### config.mk
export PLATFORM = sky130hd
export DESIGN_NAME = mem_access_unit
export DESIGN_NICKNAME = d
export VERILOG_FILES = /design/src/rtl/mem_access_unit.sv
export SDC_FILE = /design/constraint.sdc
export NUM_CORES = 1
export LEC_CHECK = 0
export CAP_MARGIN = 20
export CORE_ASPECT_RATIO = 0.8
export CORE_MARGIN = 8
export CORE_UTILIZATION = 50
export CTS_CLUSTER_SIZE = 10
export DETAILED_ROUTE_END_ITERATION = 10
export PLACE_DENSITY = 0.85
export SLEW_MARGIN = 20
export SYNTH_ARGS = -nofsm -noshare
export SYNTH_HDL_FRONTEND = slang
export SYNTH_SLANG_ARGS = --single-unit
### constraint.sdc
create_clock -name i_clock -period 6 [get_ports i_clock]
set_clock_uncertainty 0.2 [all_clocks]
set_input_delay 1.5 -clock i_clock [delete_from_list [all_inputs] [get_ports i_clock]]
set_output_delay 1.5 -clock i_clock [all_outputs]
set_load 0.03 [all_outputs]
### src/rtl/mem_access_unit.sv
// Purpose: load/store front end for a word-wide data_memory without byte enables; sub-word stores use read-modify-write.
// Latency: loads, word stores and trapped requests respond 1 cycle after accept; sub-word stores respond after 2 cycles.
// Backpressure: o_req_ready drops for the single RMW_WR cycle; a request presented then is ignored and must be held.
// Optional feature: define MAU_MISALIGN_TRAP_EN to trap misaligned half/word requests (resp_err=1, no memory access).
// Without it, the low address bits are forced to natural alignment and o_resp_err stays 0.

module mem_access_unit #(
  parameter int ADDR_WIDTH = 32,
  parameter int DATA_WIDTH = 32
) (
  input  logic                  i_clock,
  input  logic                  i_reset,
  input  logic                  i_req_valid,
  output logic                  o_req_ready,
  input  logic                  i_req_write,
  input  logic [1:0]            i_req_size,
  input  logic                  i_req_signed,
  input  logic [ADDR_WIDTH-1:0] i_req_addr,
  input  logic [DATA_WIDTH-1:0] i_req_wdata,
  output logic                  o_resp_valid,
  output logic [DATA_WIDTH-1:0] o_resp_rdata,
  output logic                  o_resp_err,
  output logic                  o_mem_we,
  output logic [ADDR_WIDTH-1:0] o_mem_addr,
  output logic [DATA_WIDTH-1:0] o_mem_wdata,
  input  logic [DATA_WIDTH-1:0] i_mem_rdata
);

  typedef enum logic {
    ST_IDLE   = 1'b0,
    ST_RMW_WR = 1'b1
  } state_t;

  state_t r_state;
  state_t w_state_nxt;

  // Captured sub-word store context, consumed in RMW_WR.
  logic [DATA_WIDTH-1:0] r_cap_old;
  logic [ADDR_WIDTH-1:0] r_cap_addr;
  logic                  r_cap_half;
  logic [15:0]           r_cap_wdata;

  // Registered response.
  logic                  r_resp_valid;
  logic [DATA_WIDTH-1:0] r_resp_rdata;
  logic                  r_resp_err;

  // Request decode. Size 2'b11 is reserved and behaves as a word.
  logic w_is_byte;
  logic w_is_half;
  logic w_is_word;
  logic w_err;
  logic [1:0] w_off;

  assign w_is_byte = (i_req_size == 2'b00);
  assign w_is_half = (i_req_size == 2'b01);
  assign w_is_word = i_req_size[1];

`ifdef MAU_MISALIGN_TRAP_EN
  logic w_misalign;
  assign w_misalign = (w_is_half & i_req_addr[0]) | (w_is_word & (|i_req_addr[1:0]));
  assign w_err      = w_misalign;
`else
  assign w_err      = 1'b0;
`endif

  // Byte offset of the selected lane; the unused low bits are dropped so
  // misaligned accesses snap to natural alignment.
  always_comb begin
    w_off = 2'b00;
    if (w_is_byte) begin
      w_off = i_req_addr[1:0];
    end else if (w_is_half) begin
      w_off = {i_req_addr[1], 1'b0};
    end
  end

  // Accept qualification per request class.
  logic w_accept;
  logic w_acc_load;
  logic w_acc_wst;
  logic w_acc_sst;
  logic w_acc_err;

  assign w_accept   = i_req_valid & (r_state == ST_IDLE);
  assign w_acc_load = w_accept & ~i_req_write & ~w_err;
  assign w_acc_wst  = w_accept &  i_req_write &  w_is_word & ~w_err;
  assign w_acc_sst  = w_accept &  i_req_write & ~w_is_word & ~w_err;
  assign w_acc_err  = w_accept &  w_err;

  // Load lane select and extension; memory read is combinational so the
  // result is ready in the accept cycle.
  logic [DATA_WIDTH-1:0] w_lane;
  logic [DATA_WIDTH-1:0] w_load_data;

  assign w_lane = i_mem_rdata >> {w_off, 3'b000};

  always_comb begin
    w_load_data = w_lane;
    if (w_is_byte) begin
      w_load_data = {{(DATA_WIDTH-8){i_req_signed & w_lane[7]}}, w_lane[7:0]};
    end else if (w_is_half) begin
      w_load_data = {{(DATA_WIDTH-16){i_req_signed & w_lane[15]}}, w_lane[15:0]};
    end
  end

  // Old word with the target lane replaced by the captured store data.
  logic [DATA_WIDTH-1:0] w_merged;

  always_comb begin
    w_merged = r_cap_old;
    if (r_cap_half) begin
      w_merged[{r_cap_addr[1], 4'b0000} +: 16] = r_cap_wdata;
    end else begin
      w_merged[{r_cap_addr[1:0], 3'b000} +: 8] = r_cap_wdata[7:0];
    end
  end

  // State register.
  always_ff @(posedge i_clock) begin
    if (i_reset) begin
      r_state <= ST_IDLE;
    end else begin
      r_state <= w_state_nxt;
    end
  end

  // Next state and combinational memory-side outputs; reset kills any write.
  always_comb begin
    w_state_nxt = r_state;
    o_req_ready = 1'b0;
    o_mem_we    = 1'b0;
    o_mem_addr  = {2'b00, i_req_addr[ADDR_WIDTH-1:2]};
    o_mem_wdata = i_req_wdata;
    case (r_state)
      ST_IDLE: begin
        o_req_ready = 1'b1;
        if (w_acc_wst) begin
          o_mem_we = 1'b1;
        end
        if (w_acc_sst) begin
          w_state_nxt = ST_RMW_WR;
        end
      end
      ST_RMW_WR: begin
        o_mem_addr  = {2'b00, r_cap_addr[ADDR_WIDTH-1:2]};
        o_mem_wdata = w_merged;
        o_mem_we    = 1'b1;
        w_state_nxt = ST_IDLE;
      end
      default: begin
        w_state_nxt = ST_IDLE;
      end
    endcase
    if (i_reset) begin
      o_mem_we = 1'b0;
    end
  end

  // Capture the old word and store context when a sub-word store is accepted.
  always_ff @(posedge i_clock) begin
    if (i_reset) begin
      r_cap_old   <= '0;
      r_cap_addr  <= '0;
      r_cap_half  <= 1'b0;
      r_cap_wdata <= '0;
    end else if (w_acc_sst) begin
      r_cap_old   <= i_mem_rdata;
      r_cap_addr  <= i_req_addr;
      r_cap_half  <= w_is_half;
      r_cap_wdata <= i_req_wdata[15:0];
    end
  end

  // Response register: one pulse per accepted request; sub-word stores respond after RMW_WR.
  always_ff @(posedge i_clock) begin
    if (i_reset) begin
      r_resp_valid <= 1'b0;
      r_resp_rdata <= '0;
      r_resp_err   <= 1'b0;
    end else begin
      r_resp_valid <= (w_accept & ~w_acc_sst) | (r_state == ST_RMW_WR);
      r_resp_rdata <= w_acc_load ? w_load_data : '0;
      r_resp_err   <= w_acc_err;
    end
  end

  assign o_resp_valid = r_resp_valid;
  assign o_resp_rdata = r_resp_rdata;
  assign o_resp_err   = r_resp_err;

endmodule

Word level (Yosys, flattened, before mapping)
Cells that the tools add are included.

cells by class
  add/subtract/negate cells = 2
  equality and inequality tests = 1
  shift operators = 5
  muxes and demuxes = 15
  bitwise operators = 14
  reduce and logical (&&, ||, !) cells = 2

operator list
  operator                 count
  $mux 32                  4
  $bwmux 32                2
  $shift 16x7->32 const A  1
  $shift 8x7->32 const A   1
  $shiftx 16x7->32         1
  $shiftx 8x7->32          1
  $shr 32x5->32            1
  $mux 30                  1
  $neg 5->7                2
  $and 1x1->1              8
  $not 1->1                5
  $mux 1                   4
  $mux 2                   2
  $pmux 1 s2               2
  $eq 2x1->1 const B       1
  $logic_not 2->1          1
  $reduce_or 2->1          1
  $or 1x1->1               1

word-level totals
  flip-flop bits (word level) = 115
  bits of input ports = 103
  logic and storage cells = 46

Logic depth before layout (Yosys ltp)
  depth in word-level cells = 7
  depth in mapped cells = 9
  mapped depth without buffers = 6

Least setup slack after synthesis
OpenSTA, ideal clock, no wires.

  kind = register to output
  from = register r_cap_addr[1]
  to = output port o_mem_wdata[0]
  arrival = 2.372 ns
  required time = 4.300 ns
  slack = 1.928 ns
  stages on the path, launching flop included = 8
  buffers on the path = 2
  cell sequence = dfxtp_1 buf_2 buf_2 inv_1 ha_1 nor3_1 a221oi_1 o2bb2ai_1

on the way
  longest elaborated chain between the ends = 5
  elaborated cells between the ends (all ways) = 10
  those cells by class = add/sub: 2; shift: 4; mux: 4

ends and longest elaborated chain
  item                                      RTL line  text
  start: declaration                        39        logic [ADDR_WIDTH-1:0] r_cap_addr;
  start signal: assignment                  169       r_cap_addr <= i_req_addr;
  $neg 5->7, on equally long branches       113, 115
  $shiftx 16x7->32 (tied with other cells)  113       w_merged[{r_cap_addr[1], 4'b0000} +: 16] = r_cap_wdata;
  $bwmux 32, on equally long branches       113, 115
  $mux 32 (*)                               112       if (r_cap_half) begin
  $mux 32 (*)                               135       case (r_state)
  end: declaration                          25        output logic [DATA_WIDTH-1:0] o_mem_wdata,

Mark *: on every way between the ends. The rest lies on a longest branch, timed or not.

Worst setup path in the final report
  from = register r_cap_addr[0]
  to = output port o_mem_wdata[14]

on the way
  longest elaborated chain between the ends = 5
  elaborated cells between the ends (all ways) = 6
  those cells by class = add/sub: 1; shift: 2; mux: 3

ends and longest elaborated chain
  item                                                      RTL line  text
  $neg 5->7 (*)                                             115       w_merged[{r_cap_addr[1:0], 3'b000} +: 8] = r_cap_wdata[7:0];
  $shiftx 8x7->32 / $shift 8x7->32 (equally long branches)  115
  $bwmux 32 (*)                                             115
  $mux 32 (*)                                               112
  $mux 32 (*)                                               135

Marked as above.

==> out/metrics.cfg <==
[synthesis]
syn_inst=701
netlist_area_um2=6030
synthFlopType=dfxtp_1
yosysSeqAreaShare_pct=38.2
synth-edff-count=0
ys_async_sr_fraction_pct=0
ys_types=44
synth_warnings=0
ys_seq_elements=115
syn_avg_cell_area_um2=8.60

[power_and_ir_drop]
powerDensity_nw_per_um2=265
internal_power_mw=1.70
vdd_drop_max_uv=245
p_sw_share_pct=25.8
p_comb_share_pct=16.7
power_frac_clock_pct=47.7
seqPwrFrac_pct=35.6
power_switching_mw=0.593
p_leak_nw=3.13
finalPower_mw=2.30

[worst_setup_path]
worst-setup-path-type=reg2out
worst_path_max_delay_cell=nor3b_2
max_stage_delay_ps=890
cp-start-kind=register
cp_max_fo=16
critical_path.cell_chain=inv_1 > ha_1 > nor3b_2 > a311oi_1 > a21oi_1 > mux2_2 > clkdlybuf4s50_1
end_kind=output port
critPathRequiredTime_ps=4300
critPathArrivalTime_ps=3760

[clocking]
cts_max_level=4
cts_tree=yes
cts_num_sinks=115
clock_latency_ps=410
cts_buffers=17
ctsResizeCount=0
path_clk_slew_ps=50
ctsHoldBuffers=0
cts_max_path_buffers=2
cts_setup_buffers=0
clockRootBuffer=clkbuf_16

[die]
die_area_um2=15800
die_x_um=139
start_util_pct=50.3
die_y_um=114
core-area_um2=12000
rows=36
boundaryPins=203

[finish]
final_util_pct=72.3
diodes=0
most-common-layout-cells=clkdlybuf4s50_1 (198), nand2_1 (181), dfxtp_1 (112), a21oi_1 (106), mux2_2 (56)
drive_above_1_share_pct=13.5
syn2layout_area_growth_pct=43.6
final_cell_area_um2=8660
seq_area_um2=2310
fin_nets=978
fin_cells=1035
fillCellCount=857
multi_input_area_um2=3440
final_common_cell=clkdlybuf4s50_1

[detailed_routing]
vias=6066
drt-initial-drc-count=576
drcViolationCount=0
routed_wl_um=21000
ant_nets=0
first_pass_iters=5
routedWlPerCell_um=20.3
routed_via_density=5.86

[global_route]
grt_overflow=0
grt_first_pass_wirelength_um=32700
grtUsageTotal_pct=25.9
antenna_found_initial=0
grt_max_degree=85
grt_pass1_vias=5995

[timing]
fin_worst_hold_slack_ps=253
setup_viol=0
finalHoldViolations=0
rsz0062_at_grt=false
setup_ws_ps=539
setup_tns_ps=0
fin_crit_sh_pct=91.0
period_minus_slack_ps=5460
slew_headroom_pct=26.1
slew_viol_final=0
worstMarginPinSlew_ps=1100
max_freq_mhz=183

[place]
io_buffers=199
placed_area_um2=8010
gp_congestion=0.885
place_ws_ps=1100
dp_hpwl_um=14800
post-place-cells=1003

[job]
cap_violations=0

[hold_path]
min_path_type=reg2reg

[outcome]
status=finished, final reports clean

[registers in the layout, indices dropped and copies added, names as in the netlist]
| register | count |
|---|---|
| r_cap_old | 32 |
| r_cap_half | 1 |
| o_resp_valid | 1 |
| r_cap_addr | 32 |
| r_cap_wdata | 16 |
| r_state | 1 |
| o_resp_rdata | 32 |
[power by group through the flow]
stage,Clock [mW],Combinational (mW),Sequential (mW)
6_report,1.09,0.384,0.818
5_1_grt,1.14,0.406,0.820
4_1_cts,1.11,0.384,0.817
3_5_place_dp,0,0.379,0.833
3_3_place_gp,0,0.373,0.831
2_1_floorplan,0,0.200,0.831
[routing by layer]
layer | global-route usage [%] | vias to the layer above | share of wire, %
met2 | 40.8 | 299 | 46
met3 | 8.75 | 36 | 9.6
met1 | 32.2 | 2924 | 43
met5 | 0 | - | 0
li1 | - | 2807 | -
met4 | 10.1 | 0 | 2.1
[cell usage after synthesis, types with 3 or more instances]
master | number | share of area, %
buf_4 | 4 | 0.50
clkbuf_1 | 20 | 1.2
mux2_2 | 56 | 10
buf_2 | 30 | 2.5
a21oi_1 | 106 | 8.8
a21o_1 | 15 | 1.9
nor2_1 | 4 | 0.25
a221oi_1 | 8 | 1.2
mux4_2 | 7 | 2.6
and2_1 | 8 | 0.83
nand2_1 | 181 | 11
inv_1 | 5 | 0.31
dfxtp_1 | 115 | 38
ha_1 | 5 | 1.0
buf_1 | 3 | 0.19
a311oi_1 | 24 | 3.5
o21ai_1 | 9 | 0.75
nor2b_1 | 26 | 2.7
o2bb2ai_1 | 8 | 1.2
mux2i_1 | 39 | 6.5
[area by class of cell]
type                    count  share of cell area [%]
clock buffers              21                    5.43
well taps                 152                    2.20
repair buffers            206                    23.7
inverters                   6                   0.260
multi-input cells         524                    39.7
flip-flops and latches    115                    26.7
clock inverters            11                    2.01
[path summary, 6_finish.rpt]
| check | start | to | slack, ps | cells past startpoint |
|---|---|---|---|---|
| setup / recovery | r_cap_addr[0]$_SDFFE_PP0P_ | o_mem_wdata[14] | 540 | 7 |
| hold reg to reg | r_cap_addr[22]$_SDFFE_PP0P_ | r_cap_addr[22]$_SDFFE_PP0P_ | 250 | 2 |
| setup reg to reg | r_state$_SDFF_PP0_ | o_resp_rdata[17]$_SDFF_PP0_ | 3100 | 4 |
| hold / removal | r_cap_addr[22]$_SDFFE_PP0P_ | r_cap_addr[22]$_SDFFE_PP0P_ | 250 | 2 |
[kinds of logic (layout without fill, tap and decap cells)]
family	count (synthesis)	count (layout)	synth area share [%]
adder cells (fa/ha/maj)	5	5	1.04
flip-flops	115	115	38.2
AO/OA/AOI/OAI	178	178	18.6
buffers and inverters	64	244	4.98
multiplexers	102	102	19.6
AND/OR/NAND/NOR	236	236	17.5
other	1	3	0.0622
[critical path, delay by kind of cell (launching register included)]
family                     cells  cell delay, ps
and+or+nand+nor                1             890
buffers and inverters          2             850
DFF                            1             610
AOI/OAI and AO/OA              2             440
adders and majority gates      1             370
muxes                          1             170
Note: power is estimated with default switching activity, not from simulation.
